[src/rtl/reg_write_arbiter_if.sv]
// -----------------------------------------------------------------------------
// reg_write_arbiter_if
// Bundles the requester-side and Reg-side signals of the shared write port.
//   req    : per-requester write request (level)
//   lock   : per-requester request to keep the grant after the current write
//   data   : packed write data, requester k at [k*WIDTH +: WIDTH]
//   grant  : one-hot registered grant back to the winning requester
//   reg_in : registered data to the shared Reg `in`
//   reg_we : registered write strobe to the shared Reg
//   busy   : high while a requester owns the port in locked mode
// Modports: master = requesters/Reg side, slave = arbiter.
// -----------------------------------------------------------------------------
interface reg_write_arbiter_if #(
    parameter int WIDTH   = 8,
    parameter int NUM_REQ = 4
);
    logic [NUM_REQ-1:0]       req;
    logic [NUM_REQ-1:0]       lock;
    logic [NUM_REQ*WIDTH-1:0] data;
    logic [NUM_REQ-1:0]       grant;
    logic [WIDTH-1:0]         reg_in;
    logic                     reg_we;
    logic                     busy;

    modport master (
        output req, lock, data,
        input  grant, reg_in, reg_we, busy
    );

    modport slave (
        input  req, lock, data,
        output grant, reg_in, reg_we, busy
    );
endinterface

[src/rtl/reg_write_arbiter.sv]
// -----------------------------------------------------------------------------
// reg_write_arbiter
// Round-robin arbiter sharing one Reg write port between NUM_REQ requesters.
// A winner chosen on edge n drives grant/reg_we/reg_in during cycle n+1.
// A winner with lock set keeps the port (LOCKED) for back-to-back writes.
//
// Ports:
//   clk   : system clock, rising edge
//   reset : asynchronous, active-low reset
//   bus   : reg_write_arbiter_if.slave (req, lock, data in; grant, reg_in,
//           reg_we, busy out, all outputs registered)
//
// Optional feature macro: REG_ARB_LOCK_TIMEOUT_EN
//   defined   : a locked owner is forcibly released after MAX_LOCK grants
//   undefined : no lock counter; release only when req or lock drops
// -----------------------------------------------------------------------------
module reg_write_arbiter #(
    parameter int WIDTH    = 8,
    parameter int NUM_REQ  = 4,
    parameter int MAX_LOCK = 8
) (
    input  logic                 clk,
    input  logic                 reset,
    reg_write_arbiter_if.slave   bus
);

    localparam int IW = $clog2(NUM_REQ);
    localparam logic [NUM_REQ-1:0] ONE_HOT0 = {{(NUM_REQ-1){1'b0}}, 1'b1};

    typedef enum logic [0:0] {
        ST_IDLE   = 1'b0,
        ST_LOCKED = 1'b1
    } state_t;

    // Elaboration-time parameter range guard.
    generate
        if (NUM_REQ < 2 || NUM_REQ > 8 || MAX_LOCK < 2 || MAX_LOCK > 255) begin : g_bad_param
            $error("reg_write_arbiter: parameter out of range");
        end
    endgenerate

    // Index of the requester following i, wrapping modulo NUM_REQ.
    function automatic logic [IW-1:0] next_idx_f(input logic [IW-1:0] i);
        logic [IW-1:0] n;
        if (i == IW'(NUM_REQ - 1)) begin
            n = {IW{1'b0}};
        end else begin
            n = i + {{(IW-1){1'b0}}, 1'b1};
        end
        return n;
    endfunction

    // Round-robin search: first set bit of r starting at start. Returns {found, index}.
    function automatic logic [IW:0] pick_f(input logic [NUM_REQ-1:0] r,
                                           input logic [IW-1:0]      start);
        logic          found;
        logic [IW-1:0] idx;
        logic [IW-1:0] sel;
        found = 1'b0;
        sel   = {IW{1'b0}};
        idx   = start;
        for (int i = 0; i < NUM_REQ; i++) begin
            if (!found && r[idx]) begin
                found = 1'b1;
                sel   = idx;
            end else begin
                found = found;
            end
            idx = next_idx_f(idx);
        end
        return {found, sel};
    endfunction

    state_t             state_q, state_d;
    logic [IW-1:0]      owner_q, owner_d;
    logic [IW-1:0]      ptr_q,   ptr_d;
    logic [NUM_REQ-1:0] grant_q, grant_d;
    logic [WIDTH-1:0]   reg_in_q, reg_in_d;
    logic               reg_we_q, reg_we_d;
    logic               busy_q,  busy_d;
`ifdef REG_ARB_LOCK_TIMEOUT_EN
    localparam logic [7:0] MAX_LOCK_C = 8'(MAX_LOCK);
    logic [7:0]         cnt_q, cnt_d;
`endif

    logic               arb_en_s;
    logic [NUM_REQ-1:0] arb_mask_s;
    logic [IW-1:0]      arb_start_s;
    logic [IW:0]        pick_s;
    logic [IW-1:0]      win_s;
    logic               hold_ok_s;

    // Next-state and next-output computation for the arbitration FSM.
    always_comb begin
        state_d     = state_q;
        owner_d     = owner_q;
        ptr_d       = ptr_q;
        grant_d     = {NUM_REQ{1'b0}};
        reg_in_d    = reg_in_q;
        reg_we_d    = 1'b0;
        arb_en_s    = 1'b0;
        arb_mask_s  = bus.req;
        arb_start_s = ptr_q;
`ifdef REG_ARB_LOCK_TIMEOUT_EN
        cnt_d       = cnt_q;
        hold_ok_s   = (cnt_q < MAX_LOCK_C);
`else
        hold_ok_s   = 1'b1;
`endif

        case (state_q)
            ST_IDLE: begin
                arb_en_s = 1'b1;
            end
            ST_LOCKED: begin
                if (bus.req[owner_q] && hold_ok_s) begin
                    grant_d  = ONE_HOT0 << owner_q;
                    reg_in_d = bus.data[int'(owner_q)*WIDTH +: WIDTH];
                    reg_we_d = 1'b1;
`ifdef REG_ARB_LOCK_TIMEOUT_EN
                    cnt_d    = cnt_q + 8'd1;
`endif
                    // Dropping lock with req still high makes this the owner's last write.
                    if (!bus.lock[owner_q]) begin
                        state_d = ST_IDLE;
                        ptr_d   = next_idx_f(owner_q);
`ifdef REG_ARB_LOCK_TIMEOUT_EN
                        cnt_d   = 8'd0;
`endif
                    end else begin
                        state_d = ST_LOCKED;
                    end
                end else begin
                    // Release without a write to the owner; re-arbitrate among the
                    // others in the same cycle so no bubble is inserted.
                    state_d     = ST_IDLE;
                    ptr_d       = next_idx_f(owner_q);
`ifdef REG_ARB_LOCK_TIMEOUT_EN
                    cnt_d       = 8'd0;
`endif
                    arb_en_s    = 1'b1;
                    arb_mask_s  = bus.req & ~(ONE_HOT0 << owner_q);
                    arb_start_s = next_idx_f(owner_q);
                end
            end
            default: begin
                state_d = ST_IDLE;
            end
        endcase

        pick_s = pick_f(arb_mask_s, arb_start_s);
        win_s  = pick_s[IW-1:0];

        if (arb_en_s && pick_s[IW]) begin
            grant_d  = ONE_HOT0 << win_s;
            reg_in_d = bus.data[int'(win_s)*WIDTH +: WIDTH];
            reg_we_d = 1'b1;
`ifdef REG_ARB_LOCK_TIMEOUT_EN
            cnt_d    = 8'd1;
`endif
            // A locked winner keeps ptr unchanged; it advances when the lock ends.
            if (bus.lock[win_s]) begin
                state_d = ST_LOCKED;
                owner_d = win_s;
            end else begin
                ptr_d   = next_idx_f(win_s);
            end
        end else begin
            grant_d = grant_d;
        end

        busy_d = (state_d == ST_LOCKED);
    end

    // State and registered outputs; asynchronous reset drops any pending write.
    always_ff @(posedge clk or negedge reset) begin
        if (!reset) begin
            state_q  <= ST_IDLE;
            owner_q  <= {IW{1'b0}};
            ptr_q    <= {IW{1'b0}};
            grant_q  <= {NUM_REQ{1'b0}};
            reg_in_q <= {WIDTH{1'b0}};
            reg_we_q <= 1'b0;
            busy_q   <= 1'b0;
`ifdef REG_ARB_LOCK_TIMEOUT_EN
            cnt_q    <= 8'd0;
`endif
        end else begin
            state_q  <= state_d;
            owner_q  <= owner_d;
            ptr_q    <= ptr_d;
            grant_q  <= grant_d;
            reg_in_q <= reg_in_d;
            reg_we_q <= reg_we_d;
            busy_q   <= busy_d;
`ifdef REG_ARB_LOCK_TIMEOUT_EN
            cnt_q    <= cnt_d;
`endif
        end
    end

    assign bus.grant  = grant_q;
    assign bus.reg_in = reg_in_q;
    assign bus.reg_we = reg_we_q;
    assign bus.busy   = busy_q;

endmodule

[src/flat_wrapper.sv]
// flat-port wrapper written by rule: the top's interface ports become plain ports
module reg_write_arbiter_flat 
#(
    parameter int WIDTH    = 8,
    parameter int NUM_REQ  = 4,
    parameter int MAX_LOCK = 8
)
  (clk, reset, bus_req, bus_lock, bus_data, bus_grant, bus_reg_in, bus_reg_we, bus_busy);
  reg_write_arbiter_if #(.WIDTH(WIDTH), .NUM_REQ(NUM_REQ)) bus_i ();
  input  logic clk;
  input  logic reset;
  input wire logic [$bits(bus_i.req)-1:0] bus_req;
  input wire logic [$bits(bus_i.lock)-1:0] bus_lock;
  input wire logic [$bits(bus_i.data)-1:0] bus_data;
  output wire logic [$bits(bus_i.grant)-1:0] bus_grant;
  output wire logic [$bits(bus_i.reg_in)-1:0] bus_reg_in;
  output wire logic [$bits(bus_i.reg_we)-1:0] bus_reg_we;
  output wire logic [$bits(bus_i.busy)-1:0] bus_busy;
  assign bus_i.req = bus_req;
  assign bus_i.lock = bus_lock;
  assign bus_i.data = bus_data;
  assign bus_grant = bus_i.grant;
  assign bus_reg_in = bus_i.reg_in;
  assign bus_reg_we = bus_i.reg_we;
  assign bus_busy = bus_i.busy;
  reg_write_arbiter #(.WIDTH(WIDTH), .NUM_REQ(NUM_REQ), .MAX_LOCK(MAX_LOCK)) u_core (.clk(clk), .reset(reset), .bus(bus_i));
endmodule
[config.mk]
export PLATFORM = sky130hd
export DESIGN_NAME = reg_write_arbiter_flat
export DESIGN_NICKNAME = d
export VERILOG_FILES = /design/src/rtl/reg_write_arbiter_if.sv /design/src/rtl/reg_write_arbiter.sv /design/src/flat_wrapper.sv
export SDC_FILE = /design/constraint.sdc
export NUM_CORES = 1
export LEC_CHECK = 0
export ABC_AREA = 1
export ABC_CLOCK_PERIOD_IN_PS = 4000
export CAP_MARGIN = 20
export CELL_PAD_IN_SITES_DETAIL_PLACEMENT = 1
export CELL_PAD_IN_SITES_GLOBAL_PLACEMENT = 2
export CORE_MARGIN = 2
export CORE_UTILIZATION = 25
export DETAILED_ROUTE_END_ITERATION = 8
export PLACE_DENSITY = 0.79
export SLEW_MARGIN = 20
export SYNTH_ARGS = -nofsm -noshare
export SYNTH_HDL_FRONTEND = slang
export SYNTH_SLANG_ARGS = --single-unit
[constraint.sdc]
create_clock -name clk -period 4 [get_ports clk]
set_clock_uncertainty 0.05 [all_clocks]
set_input_delay 0.8 -clock clk [delete_from_list [all_inputs] [get_ports clk]]
set_output_delay 0.8 -clock clk [all_outputs]
set_load 0.05 [all_outputs]
### Word level (Yosys, flattened, before mapping)

Index checks and enable logic that the tools add are counted.

* bits in registers: 18
* logic and storage cells: 92
* output and inout port bits: 14
* bits of input ports: 42

* equal/unequal tests: 5
* bitwise gates (word level): 3
* mux-type cells: 52
* reduce and logical (&&, ||, !) cells: 11
* shift-type cells: 4
* add/subtract/negate cells: 5
* magnitude comparators: 6

Operators with widths (count)
* 32-bit by 6-bit indexed part select with 8-bit output: 2
* 2-bit 2-to-1 mux: 16
* 8-bit 2-to-1 mux: 3
* 1-bit 2-to-1 mux: 20
* 4-bit 2-to-1 mux: 5
* 2-bit by 3-bit less-than comparator with 1-bit output, second input constant: 6
* 1-bit binary-select mux with 2-bit select: 7
* 2-bit by 1-bit adder with 2-bit output, second input constant: 5
* 2-bit equality test, second input constant: 5
* 1-bit by 2-bit left shift with 4-bit output, first input constant: 2
* 4-bit bitwise AND: 1
* 1-bit logical AND: 4
* 4-bit inverter: 1
* 2-bit AND reduction: 2
* 2-bit nonzero test: 2
* 1-bit zero test: 3
* 1-bit one-hot mux with 2 select lines: 1
* 1-bit inverter: 1

### Longest topological paths before layout

* word-level depth: 21
* mapped depth: 27
* depth with buffers taken out: 26

### Worst setup path before layout

No wires, ideal clock.

* kind: input-to-reg
* from: in bus_req[1]
* to: reg u_core.ptr_q[1]
* cell stages on the path: 20
* data arrival time: 3.011 ns
* setup time: 0.117 ns
* path buffers: 0
* data required time: 3.833 ns
* path slack: 0.822 ns
* path through: nand2_1 nand3_2 nand2_4 nand2_4 o21ai_2 inv_2 ha_1 inv_1 nand3_4 nand2_1 nand3_2 nand2_2 nor2_8 nand3_1 nand3_1 nand2_1 inv_1 ha_1 nand4_1 nand2_1

* longest elaborated chain between the ends: 20
* elaborated cells between the ends (all ways): 50
* classes of those cells: add/sub (4); eq/ne (4); mux (34); bitwise (1); reduce/logical (7)

Ends and longest elaborated chain
* from (decl): RTL line flat_wrapper.sv:12 `input wire logic [$bits(bus_i.req)-1:0] bus_req;`
* parallel branches: the longest is 15 deep, another holds 2-bit by 1-bit adder with 2-bit output
* 2-bit 2-to-1 mux (*): RTL line reg_write_arbiter.sv:63 `if (!found && r[idx]) begin`
* via u_core.pick_s[1]: RTL line reg_write_arbiter.sv:89 `logic [IW:0] pick_s;`
* 2-bit by 1-bit adder with 2-bit output, or another cell as far along: RTL line reg_write_arbiter.sv:48 `n = i + {{(IW-1){1'b0}}, 1'b1};`
* 2-bit 2-to-1 mux or 1-bit 2-to-1 mux (tied branches): RTL line reg_write_arbiter.sv:45, reg_write_arbiter.sv:162
* 2-bit 2-to-1 mux (*): RTL line reg_write_arbiter.sv:162 `if (bus.lock[win_s]) begin`
* 2-bit 2-to-1 mux (*): RTL line reg_write_arbiter.sv:154 `if (arb_en_s && pick_s[IW]) begin`
* via u_core.ptr_d[1]: RTL line reg_write_arbiter.sv:76 `logic [IW-1:0] ptr_q, ptr_d;`
* to (signal assigned): RTL line reg_write_arbiter.sv:180 `ptr_q <= {IW{1'b0}};`
* to (signal assigned): RTL line reg_write_arbiter.sv:191 `ptr_q <= ptr_d;`
* to (decl): RTL line reg_write_arbiter.sv:76

Mark *: on every way through the listed nets, which the timed path passes. The select of a mux whose other input is x is not followed.
A chain may end at the register's enable or synchronous reset.

### Worst setup path in the final report

* from: in bus_req[1]
* to: reg u_core.owner_q[1]

* longest elaborated chain between the ends: 19
* elaborated cells between the ends (all ways): 44
* classes of those cells: add/sub (3); eq/ne (3); mux (29); bitwise (1); reduce/logical (8)

Ends and longest elaborated chain
* parallel branches: the longest is 15 deep, another holds 2-bit by 1-bit adder with 2-bit output
* 2-bit 2-to-1 mux (*): RTL line reg_write_arbiter.sv:63
* via u_core.pick_s[0]: RTL line reg_write_arbiter.sv:89
* 1-bit binary-select mux with 2-bit select (*): RTL line reg_write_arbiter.sv:162
* 1-bit 2-to-1 mux (implied by the code) (*): RTL line reg_write_arbiter.sv:162
* 2-bit AND reduction (no source line) (*)
* to (signal assigned): RTL line reg_write_arbiter.sv:179 `owner_q <= {IW{1'b0}};`
* to (signal assigned): RTL line reg_write_arbiter.sv:190 `owner_q <= owner_d;`
* to (decl): RTL line reg_write_arbiter.sv:75 `logic [IW-1:0] owner_q, owner_d;`

Marked as above.

==> results <==
- The distinct cell type count of the synthesized netlist is 26.
- The highest clock frequency the design can meet is ~270 MHz.
- Of the total synthesized cell area, the portion taken by AND, OR, NAND and NOR gates is 0.547.
- For this design, the CTS-stage hold fixing added 0 buffers.
- The XOR/XNOR share of the synthesized area is 0.
- The synthesis-to-finish area growth is 36.4%.
- Detailed placement finished with a half-perimeter wire length of between 5 and 6 mm.
- The floorplan row count is 32.
- The final number of hold-violating endpoints is 0.
- The critical-path maximum fanout is 9.
- The share of the Yosys chip area taken by registers is 0.226.
- The buffer levels on the longest clock path is 2.
- After detailed routing, the average wire length per cell comes to 13.8 microns.
- After synthesis, the share of cell area in mux cells is 0.
- The total area inside the core boundary comes to about 7700 sq um.
- The post-route fraction of the period consumed by the critical path is 0.926.
- Once placement completed, the tool counted placed cells totaling approximately 460.
- The congestion estimate from routability-driven global placement came to between 0.7 and 0.8.
- The worst slew margin relative to its limit is 0.451.
- The final sum of negative setup slack is 0 ps.
- The run finished with clean final reports.
- The number of post-CTS setup repair buffers is 0.
- The transition time at the pin with the least slew margin is 820 ps.
- The largest net degree at the start of global routing is 19.
- The net count after synthesis is 352.
- CTS built an H-tree with a depth of 1.
- The initial antenna violation count was 0.
- The count of port buffers added during placement is 55.
- The floorplan die width is between 90 and 100 microns.
- In the final layout, the share of cells above drive strength 1 is 0.150.
- The number of global-route vias before repair is around 2200.
- The max-capacitance violation count is 0.
- The remaining global-route overflow is 0.
- By startpoint and endpoint, the worst setup path is classified as input port to flop.
- The post-layout minimum cycle time is around 3700 ps.
- Setup violations remaining at the end of the flow were counted as 0.
- TritonCTS built the clock tree.
- The final layout contains routed wiring with a total length of about 6.4 mm.
- The synthesized instance count is roughly 300.
- The initial standard-cell utilization of the core is 0.258.
- The number of slew-limit violations in the final report is 0.
- 56 I/O pins were placed.
- The worst hold path belongs to the class flop to flop.
- The startpoint class of the critical path is an input port.
- Yosys printed 0 warnings.
- Once layout is complete, the utilization of the core stands at 0.352.
- The pre-antenna-repair detailed-routing pass consisted of 4 iterations.
- Setup repair after global routing left no endpoint under its margin.
- The synthesized netlist occupies a cell area of between 1500 and 2000 sq um.
- The floorplan step set the die height to slightly above 90 microns.
- The post-detailed-route DRC marker count is 0.
- The data arrival time at the worst-slack endpoint is 3800 ps.
- The post-synthesis adder-cell area fraction is 0.0565.
- TritonCTS created 3 clock buffers.
- The floorplan step defined a die boundary enclosing 8710 sq um.
- The count of inserted antenna diode cells is 0.
- The clock latency on the worst-skew pair is roughly 260 ps.
- In this run, the number of DRC markers left after iteration 0 of detailed routing was a little over 50.
- The clock sink count is 18.
- The hold slack is 429 ps.
- The main combinational cell family by area after synthesis is simple AND/OR/NAND/NOR gates.
- The kind of capture point of the worst setup path is a flop.
- The average via count per standard cell is about 4.5.
- The worst path required time is a little over 4000 ps.
- After clock tree synthesis, the clock-pin slew on the worst setup and hold paths is around 80 ps.
- The count of cells in the finished layout, fillers not included, comes to 462.
- The complex-gate fraction of the synthesized area was 0.0458.
- In the final design database the tool counted 412 nets.
- The average instance in the mapped netlist occupies about 6.6 sq um.
- The via count is 2093.
- Once detail routing completed, the nets flagged for antenna violations numbered 0.
- The first global-routing pass estimated around 10 mm of wire.
- In the global route stage, overall resource usage came out at 0.149.
- In this run, synthesis produced a sequential element count of 18.
- The clock root buffer master is clkbuf_8.
flip-flops by register name, summed over array words and instances, names as in the netlist:
name	cells
u_core.bus.reg_in	8
u_core.bus.grant	4
u_core.owner_q	2
u_core.ptr_q	2
u_core.bus.reg_we	1
u_core.state_q	1
what timing repair did:
item / in CTS / in global routing
endpoints found under the hold margin: 0 / 0
gates resized for setup: 0 / 2
setup endpoints to repair: 0 / 3
cell usage after synthesis (all sizes together):
cell type    n  area, sq um
nand2      110          495
a21oi        3         15.0
nor2         7         55.1
nand4        4         40.0
inv         49          189
ha           9          113
o21ai        7         42.5
dfrtp       18          450
buf          7         60.1
nand3       75          440
a22o         3         26.3
a21boi       1         7.51
nand3b       8         60.1
per-layer routing:
layer / global-route usage / wire [microns]
met5: 0 / 0
met4: 0.0172 / 50
met3: 0.0330 / 396
met2: 0.265 / 3050
met1: 0.189 / 2890
logic make-up after synthesis:
kind of cell,Yosys count
flops,18
fa+ha+maj,9
simple gates,204
buf+inv,56
compound gates,14
final timing paths:
kind | start | endpoint | slack, ps | cells past startpoint
worst max-delay path | bus_req[1] | u_core.owner_q[1] | 300 | 24
worst min-delay path | u_core.bus.reg_in[7] | u_core.bus.reg_in[7] | 430 | 2
worst max register to register | u_core.owner_q[0] | u_core.owner_q[1] | 690 | 24
worst min register to register | u_core.bus.reg_in[7] | u_core.bus.reg_in[7] | 430 | 2
max in group asynchronous | reset | u_core.bus.grant[1] | 2430 | 1
min in group asynchronous | reset | u_core.ptr_q[0] | 960 | 1
area by class of cell:
type,count,area (sq um)
clock buffer,4,55.1
fill,993,5010
inverter,49,189
multi-input combinational,227,1290
sequential,18,450
tap,102,128
timing repair buffer,62,603
per-stage QoR:
step,instance area (sq um),worst slack (ps)
6_report,2720,296
3_3_place_gp,2670,32.5
2_1_floorplan,1990,822
5_1_grt,2720,21.5
4_1_cts,2720,248
3_5_place_dp,2670,-40.9
critical path: stages:
cell and delay (ps):
clkdlybuf4s50_1 430, nand2_1 90, nand3_2 100, nand2_4 120, nand2_4 70, o21ai_2 200
inv_2 70, ha_1 390, inv_2 140, nand2_2 70, nand2_1 80, nand2_1 70
nand2_2 90, nand3_1 80, nor2_2 130, nor2_4 60, nand2_4 130, inv_2 70
nand2_1 70, nand3_1 150, nand2_1 140, nand2_1 110, nand2_1 80, nand2_1 50
cell usage in the layout (no fill, tap or decap):
cell type        netlist  routed
a22o_1                 3       3
nand3_2                8       8
clkdlybuf4s50_1        0      55
nand2_2                9       9
nand3_1               65      65
nor2_2                 2       2
o21ai_1                1       1
nand3_4                2       2
o21ai_0                4       4
inv_2                  5       7
nand3b_1               8       8
ha_1                   9       9
clkbuf_8               0       4
nor2_4                 1       1
inv_4                  2       2
nand4_1                3       3
a21boi_0               1       1
nand2_4                8       8
a21oi_1                3       3
dfrtp_1               18      18
buf_4                  0       7
o21ai_2                2       2
inv_1                 42      40
nand2_1               93      93
nand4_4                1       1
nor2_1                 3       3
nor2_8                 1       1
Power is not shown: default switching activity piles up to over one toggle a cycle in this logic, so the estimate is an artifact.
